<file path="config.mk">
export PLATFORM = sky130hd
export DESIGN_NAME = mdio_mem_readback
export DESIGN_NICKNAME = d
export VERILOG_FILES = /design/src/rtl/mdio_mem_readback.sv
export SDC_FILE = /design/constraint.sdc
export NUM_CORES = 1
export LEC_CHECK = 0
export ABC_AREA = 1
export BUFFER_PORTS_ARGS = -buffer_cell sky130_fd_sc_hd__buf_2
export CORE_AREA = 2 2 361 363
export CTS_CLUSTER_DIAMETER = 50
export DETAILED_ROUTE_END_ITERATION = 8
export DIE_AREA = 0 0 363 365
export HOLD_SLACK_MARGIN = 0.1
export PLACE_DENSITY = 0.3
export SLEW_MARGIN = 30
export SYNTH_ARGS = -nofsm -noshare
export SYNTH_HDL_FRONTEND = slang
export SYNTH_SLANG_ARGS = --single-unit
</file>
<file path="constraint.sdc">
create_clock -name pktctrl_clk -period 6.45 [get_ports pktctrl_clk]
set_clock_uncertainty 0.15 [all_clocks]
set_input_delay 0.645 -clock pktctrl_clk [delete_from_list [all_inputs] [get_ports pktctrl_clk]]
set_output_delay 0.645 -clock pktctrl_clk [all_outputs]
set_load 0.05 [all_outputs]
</file>
<file path="src/rtl/mdio_mem_readback.sv">
// +--------------------------------------------------------------------------+
// | mdio_mem_readback : reads one capture-memory word per request and returns |
// | one selected 9-bit lane with a single-cycle valid pulse.  Rev 1.0         |
// +--------------------------------------------------------------------------+
`default_nettype none

module mdio_mem_readback #(
   parameter int NUM_PATH = 96,
   parameter int LANE_W   = 9,
   parameter int ADDR_W   = 15,
   parameter int SEL_W    = 7,
   parameter int RD_LAT   = 2,
   parameter int GAP_CYC  = 8
) (
   input  logic                       pktctrl_clk,
   input  logic                       pktctrl_rst,
   input  logic                       rf_mdio_read_pulse_sync,
   input  logic [SEL_W-1:0]           rf_mdio_data_sel_sync,
   input  logic [ADDR_W-1:0]          rf_mdio_memory_addr_sync,
   input  logic                       rf_96path_en_sync,
   input  logic                       capture_busy,
   output logic                       mem_rd_en,
   output logic [ADDR_W-1:0]          mem_rd_addr,
   input  logic [NUM_PATH*LANE_W-1:0] mem_rd_data,
   output logic                       mdio_read_pulse_r,
   output logic [LANE_W-1:0]          rf_mdio_pkt_data,
   output logic                       rd_busy,
   output logic                       sel_err,
   output logic                       drop_err
);

   localparam int LAT_W = 3;
   localparam int GAP_W = 8;

   typedef enum logic [2:0] {
      S_IDLE = 3'd0,
      S_ARB  = 3'd1,
      S_WAIT = 3'd2,
      S_OUT  = 3'd3,
      S_GAP  = 3'd4
   } state_t;

   state_t              state_q,    state_d;
   logic [ADDR_W-1:0]   addr_q,     addr_d;
   logic [SEL_W-1:0]    sel_q,      sel_d;
   logic                en96_q,     en96_d;
   logic [LAT_W-1:0]    lat_cnt_q,  lat_cnt_d;
   logic [GAP_W-1:0]    gap_cnt_q,  gap_cnt_d;
   logic [LANE_W-1:0]   lane_q,     lane_d;
   logic                pulse_q,    pulse_d;
   logic [LANE_W-1:0]   pkt_data_q, pkt_data_d;
   logic                sel_err_q,  sel_err_d;
   logic                drop_err_q, drop_err_d;

   logic [LANE_W-1:0]   lane_sel;
   logic                sel_in_range;

   // Lane mux written as a constant-index loop so no part-select can run off the word
   always_comb begin
      lane_sel = '0;
      for (int k = 0; k < NUM_PATH; k++) begin
         if (sel_q == SEL_W'(k)) begin
            lane_sel = mem_rd_data[k*LANE_W +: LANE_W];
         end
      end
   end

   assign sel_in_range = en96_q ? (int'(sel_q) < NUM_PATH)
                                : (int'(sel_q) < (NUM_PATH / 2));

   always_comb begin
      state_d    = state_q;
      addr_d     = addr_q;
      sel_d      = sel_q;
      en96_d     = en96_q;
      lat_cnt_d  = lat_cnt_q;
      gap_cnt_d  = gap_cnt_q;
      lane_d     = lane_q;
      pulse_d    = 1'b0;
      pkt_data_d = pkt_data_q;
      sel_err_d  = sel_err_q;
      drop_err_d = drop_err_q;
      mem_rd_en  = 1'b0;

      if (rf_mdio_read_pulse_sync && (state_q != S_IDLE)) begin
         drop_err_d = 1'b1;
      end

      case (state_q)
         S_IDLE: begin
            if (rf_mdio_read_pulse_sync) begin
               addr_d  = rf_mdio_memory_addr_sync;
               sel_d   = rf_mdio_data_sel_sync;
               en96_d  = rf_96path_en_sync;
               state_d = S_ARB;
            end
         end
         S_ARB: begin
            // Read strobe is gated combinationally so it can never coincide with capture_busy
            if (!capture_busy) begin
               mem_rd_en = 1'b1;
               lat_cnt_d = LAT_W'(RD_LAT);
               state_d   = S_WAIT;
            end
         end
         S_WAIT: begin
            if (lat_cnt_q == LAT_W'(1)) begin
               lane_d = sel_in_range ? lane_sel : '0;
               if (!sel_in_range) begin
                  sel_err_d = 1'b1;
               end
               state_d = S_OUT;
            end else begin
               lat_cnt_d = lat_cnt_q - LAT_W'(1);
            end
         end
         S_OUT: begin
            pulse_d    = 1'b1;
            pkt_data_d = lane_q;
            gap_cnt_d  = GAP_W'(GAP_CYC);
            state_d    = S_GAP;
         end
         S_GAP: begin
            if (gap_cnt_q == GAP_W'(1)) begin
               state_d = S_IDLE;
            end else begin
               gap_cnt_d = gap_cnt_q - GAP_W'(1);
            end
         end
         default: state_d = S_IDLE;
      endcase
   end

   always_ff @(posedge pktctrl_clk) begin
      if (pktctrl_rst) begin
         state_q    <= S_IDLE;
         addr_q     <= '0;
         sel_q      <= '0;
         en96_q     <= 1'b0;
         lat_cnt_q  <= '0;
         gap_cnt_q  <= '0;
         lane_q     <= '0;
         pulse_q    <= 1'b0;
         pkt_data_q <= '0;
         sel_err_q  <= 1'b0;
         drop_err_q <= 1'b0;
      end else begin
         state_q    <= state_d;
         addr_q     <= addr_d;
         sel_q      <= sel_d;
         en96_q     <= en96_d;
         lat_cnt_q  <= lat_cnt_d;
         gap_cnt_q  <= gap_cnt_d;
         lane_q     <= lane_d;
         pulse_q    <= pulse_d;
         pkt_data_q <= pkt_data_d;
         sel_err_q  <= sel_err_d;
         drop_err_q <= drop_err_d;
      end
   end

   assign mem_rd_addr       = addr_q;
   assign mdio_read_pulse_r = pulse_q;
   assign rf_mdio_pkt_data  = pkt_data_q;
   assign rd_busy           = (state_q != S_IDLE);
   assign sel_err           = sel_err_q;
   assign drop_err          = drop_err_q;

endmodule

`default_nettype wire

</file>
==> results.json <==
{
  "vdd_drop_max_mv": 0.115,
  "die_y_microns": 365,
  "yosysTopAreaCell": "nand2_1",
  "synthTopCellsByCount": "1,005 x nand2_1, 288 x inv_1, 235 x or2_2",
  "cts_tree": "yes",
  "internal-power_uw": 1940,
  "timing.rr.start": "sel_q[5]",
  "min_period_ps": 7050,
  "setup_ws_ps": -596,
  "rows": 132,
  "setup_viol": 9,
  "power.clock.fraction_pct": 12.9,
  "dp_hpwl_microns": 108000,
  "insertion_delay_ps": 340,
  "cp-endpoint": "lane_q[2]",
  "startpoint_type": "register",
  "antenna_found_initial": 107,
  "cp.depth": 81,
  "io_buffers": 919,
  "post-route-drc-count": 0,
  "grt_use_total_pct": 17.2,
  "syn-instance-count": 2298,
  "cts_max_level": 3,
  "synth_area_sq_mm": 0.0110,
  "nets": 4295,
  "drive_gt1_share_pct": 49.1,
  "cts_inserted_buffers": 9,
  "swShare_pct": 54.2,
  "synthTopCellsByArea": "nand2_1 34%, or2_2 13%, dfxtp_1 11%, inv_1 9.8%, a21oi_1 9.7%",
  "drt_first_pass_iters": 5,
  "startpoint": "sel_q[5]",
  "cp.arrival_ps": 7100,
  "p_leak_uw": 0.0105,
  "grt_pass1_vias": 19100,
  "path_delay_family": "simple AND/OR/NAND/NOR gates",
  "drtAntennaViolNets": 0,
  "place_ws_ps": -1940,
  "cellPowerDensity_mw_per_mm2": 204,
  "drt_wl_total_microns": 121000,
  "period_share_pct": 109,
  "die-area_sq_mm": 0.132,
  "die_w_microns": 363,
  "comb_power_share_pct": 76.9,
  "violations": "setup timing",
  "synth_top_cell_area_share_pct": 34.3,
  "slowest_stage": "dfxtp_2",
  "gp_congestion": 0.908,
  "routedWlPerCell_microns": 23.8,
  "ys_seq_area_share_pct": 10.6,
  "slew_headroom_pct": 37.0,
  "syn_to_final_growth_pct": 88.5,
  "p_sw_uw": 2300,
  "path_buf_inv": 7,
  "clockRootBuffer": "clkbuf_16",
  "crit_top_cell": "nand2_1",
  "crit_type": "reg2reg",
  "power_uw": 4240,
  "r2r_end": "lane_q[2]",
  "tns_ps": -4010,
  "start_util_pct": 8.55,
  "core-area_sq_mm": 0.129,
  "grt_pass1_wl_microns": 157000,
  "vias_per_cell": 3.73,
  "synth_cell_types": 31,
  "run_status": "finished with violations",
  "route.vias.total": 19000,
  "grt_setup_unrepaired": "yes",
  "rrSetupSlack_ps": -600,
  "syn_avg_cell_area_sq_um": 4.79,
  "seq_power_share_pct": 10.2,
  "synth_seq_cells": 58,
  "tightest_slew_ps": 941,
  "drt_iter0_markers": 940,
  "worstHoldPathType": "reg2reg",
  "yosys_warnings": 0,
  "end_kind": "register",
  "cp_max_fo": 7,
  "yosysMostFrequentCell": "nand2_1",
  "synth_edf_count": 0,
  "syn_nets": 3193,
  "synthFlopType": "dfxtp_1",
  "final_core_util_pct": 16.1,
  "maxSlewViolCount": 0,
  "cts_buffer_depth": 2,
  "grt_max_degree": 39,
  "max_stage_delay_ps": 340,
  "fmax_mhz": 142,
  "maxCapViolations": 0,
  "io_pins": 920,
  "async_reset_ff_share_pct": 0,
  "cts.sinks": 58,
  "r2r.worst_path.cells": 81,
  "required_ps": 6500,
  "overflow": 0,
  "clk_pin_slew_worst_paths_ps": 60,
  "hold_violations": 0,
  "holdBufCountCts": 0
}
## tightest hold or removal path: stages, from the launching register on
cell and delay (ps):
dfxtp_1 310, inv_1 40, a21oi_1 50
## power groups by stage
| stage | Combinational, uW | Clock [uW] | Sequential (uW) |
|---|---|---|---|
| finish | 3260 | 547 | 432 |
| global route | 3630 | 582 | 437 |
| CTS | 3180 | 567 | 430 |
| detailed placement | 2830 | 0 | 435 |
| global placement | 2840 | 0 | 435 |
| floorplan | 1240 | 0 | 496 |
## repair_timing
action	in CTS	in global routing
setup endpoints to repair	9	9
gates resized for setup	206	141
pin swaps	155	207
buffers inserted	9	7
## cells by family (layout without fill, tap and decap cells)
family | count (synthesis) | after routing | share of synthesized area [%]
AO/OA/AOI/OAI | 274 | 274 | 12.9
XOR/XNOR | 1 | 1 | 0.0796
adder cells (fa/ha/maj) | 4 | 4 | 0.455
buffers and inverters | 337 | 1444 | 11.6
flip-flops | 58 | 58 | 10.6
other | 0 | 14 | 0
AND/OR/NAND/NOR | 1624 | 1624 | 64.4
## worst min path at each step
stage                    from             end  slack [ps]  cells after the start
3_5_place_dp   mem_rd_addr[4]  mem_rd_addr[4]         280                      2
5_1_grt        mem_rd_addr[5]  mem_rd_addr[5]         310                      2
3_3_place_gp   mem_rd_addr[6]  mem_rd_addr[6]         280                      2
4_1_cts        mem_rd_addr[4]  mem_rd_addr[4]         290                      2
6_report       mem_rd_addr[0]  mem_rd_addr[0]         290                      2
2_1_floorplan    gap_cnt_q[7]    gap_cnt_q[7]         280                      1
## registers in the layout, indices dropped and copies added, names as in the netlist, 3 cells and up
name,count
mem_rd_addr,15
lane_q,9
rf_mdio_pkt_data,9
gap_cnt_q,8
sel_q,7
lat_cnt_q,3
state_q,3
## placed cells by master, fill, tap and decap left out, drive strengths merged
cell      count
or2         242
nor2        203
dfxtp        58
o2111ai       1
nor3          9
nand4        67
bufinv        2
o21ai        44
xor2          1
clkbuf        9
a211oi        2
clkinv        6
a31oi         1
inv         305
o22ai         2
nand3        97
clkinvlp      2
nand2      1005
a21oi       213
nand3b        1
a221oi        1
ha            4
buf        1120
diode        14
a21boi        1
a22o          9
## per-layer routing
layer,vias to the layer above,track usage [%],part of all wire (%)
met5,-,0,0.16
met4,34,3.10,2.1
met3,226,2.65,4.9
met2,761,33.1,52
met1,8610,20.1,41
li1,9351,-,-
## metrics by stage
step	instances	hold WS (ps)	instance area, sq um
after floorplan	2298	278	11000
after global placement	5052	282	19100
after detailed placement	5052	283	19100
final	5094	291	20700
after CTS	5075	293	20200
after global routing	5089	309	20700
## layout make-up
class	count	area [sq um]
diodes	14	35.0
inverters	308	1160
well taps	1675	2100
multi-input cells	1903	9650
clock buffers	9	225
flip-flops and latches	58	1170
repair buffers	1120	6290
fillers	15500	108000
clock inverters	7	101
Power figures use the tool's default switching activity.
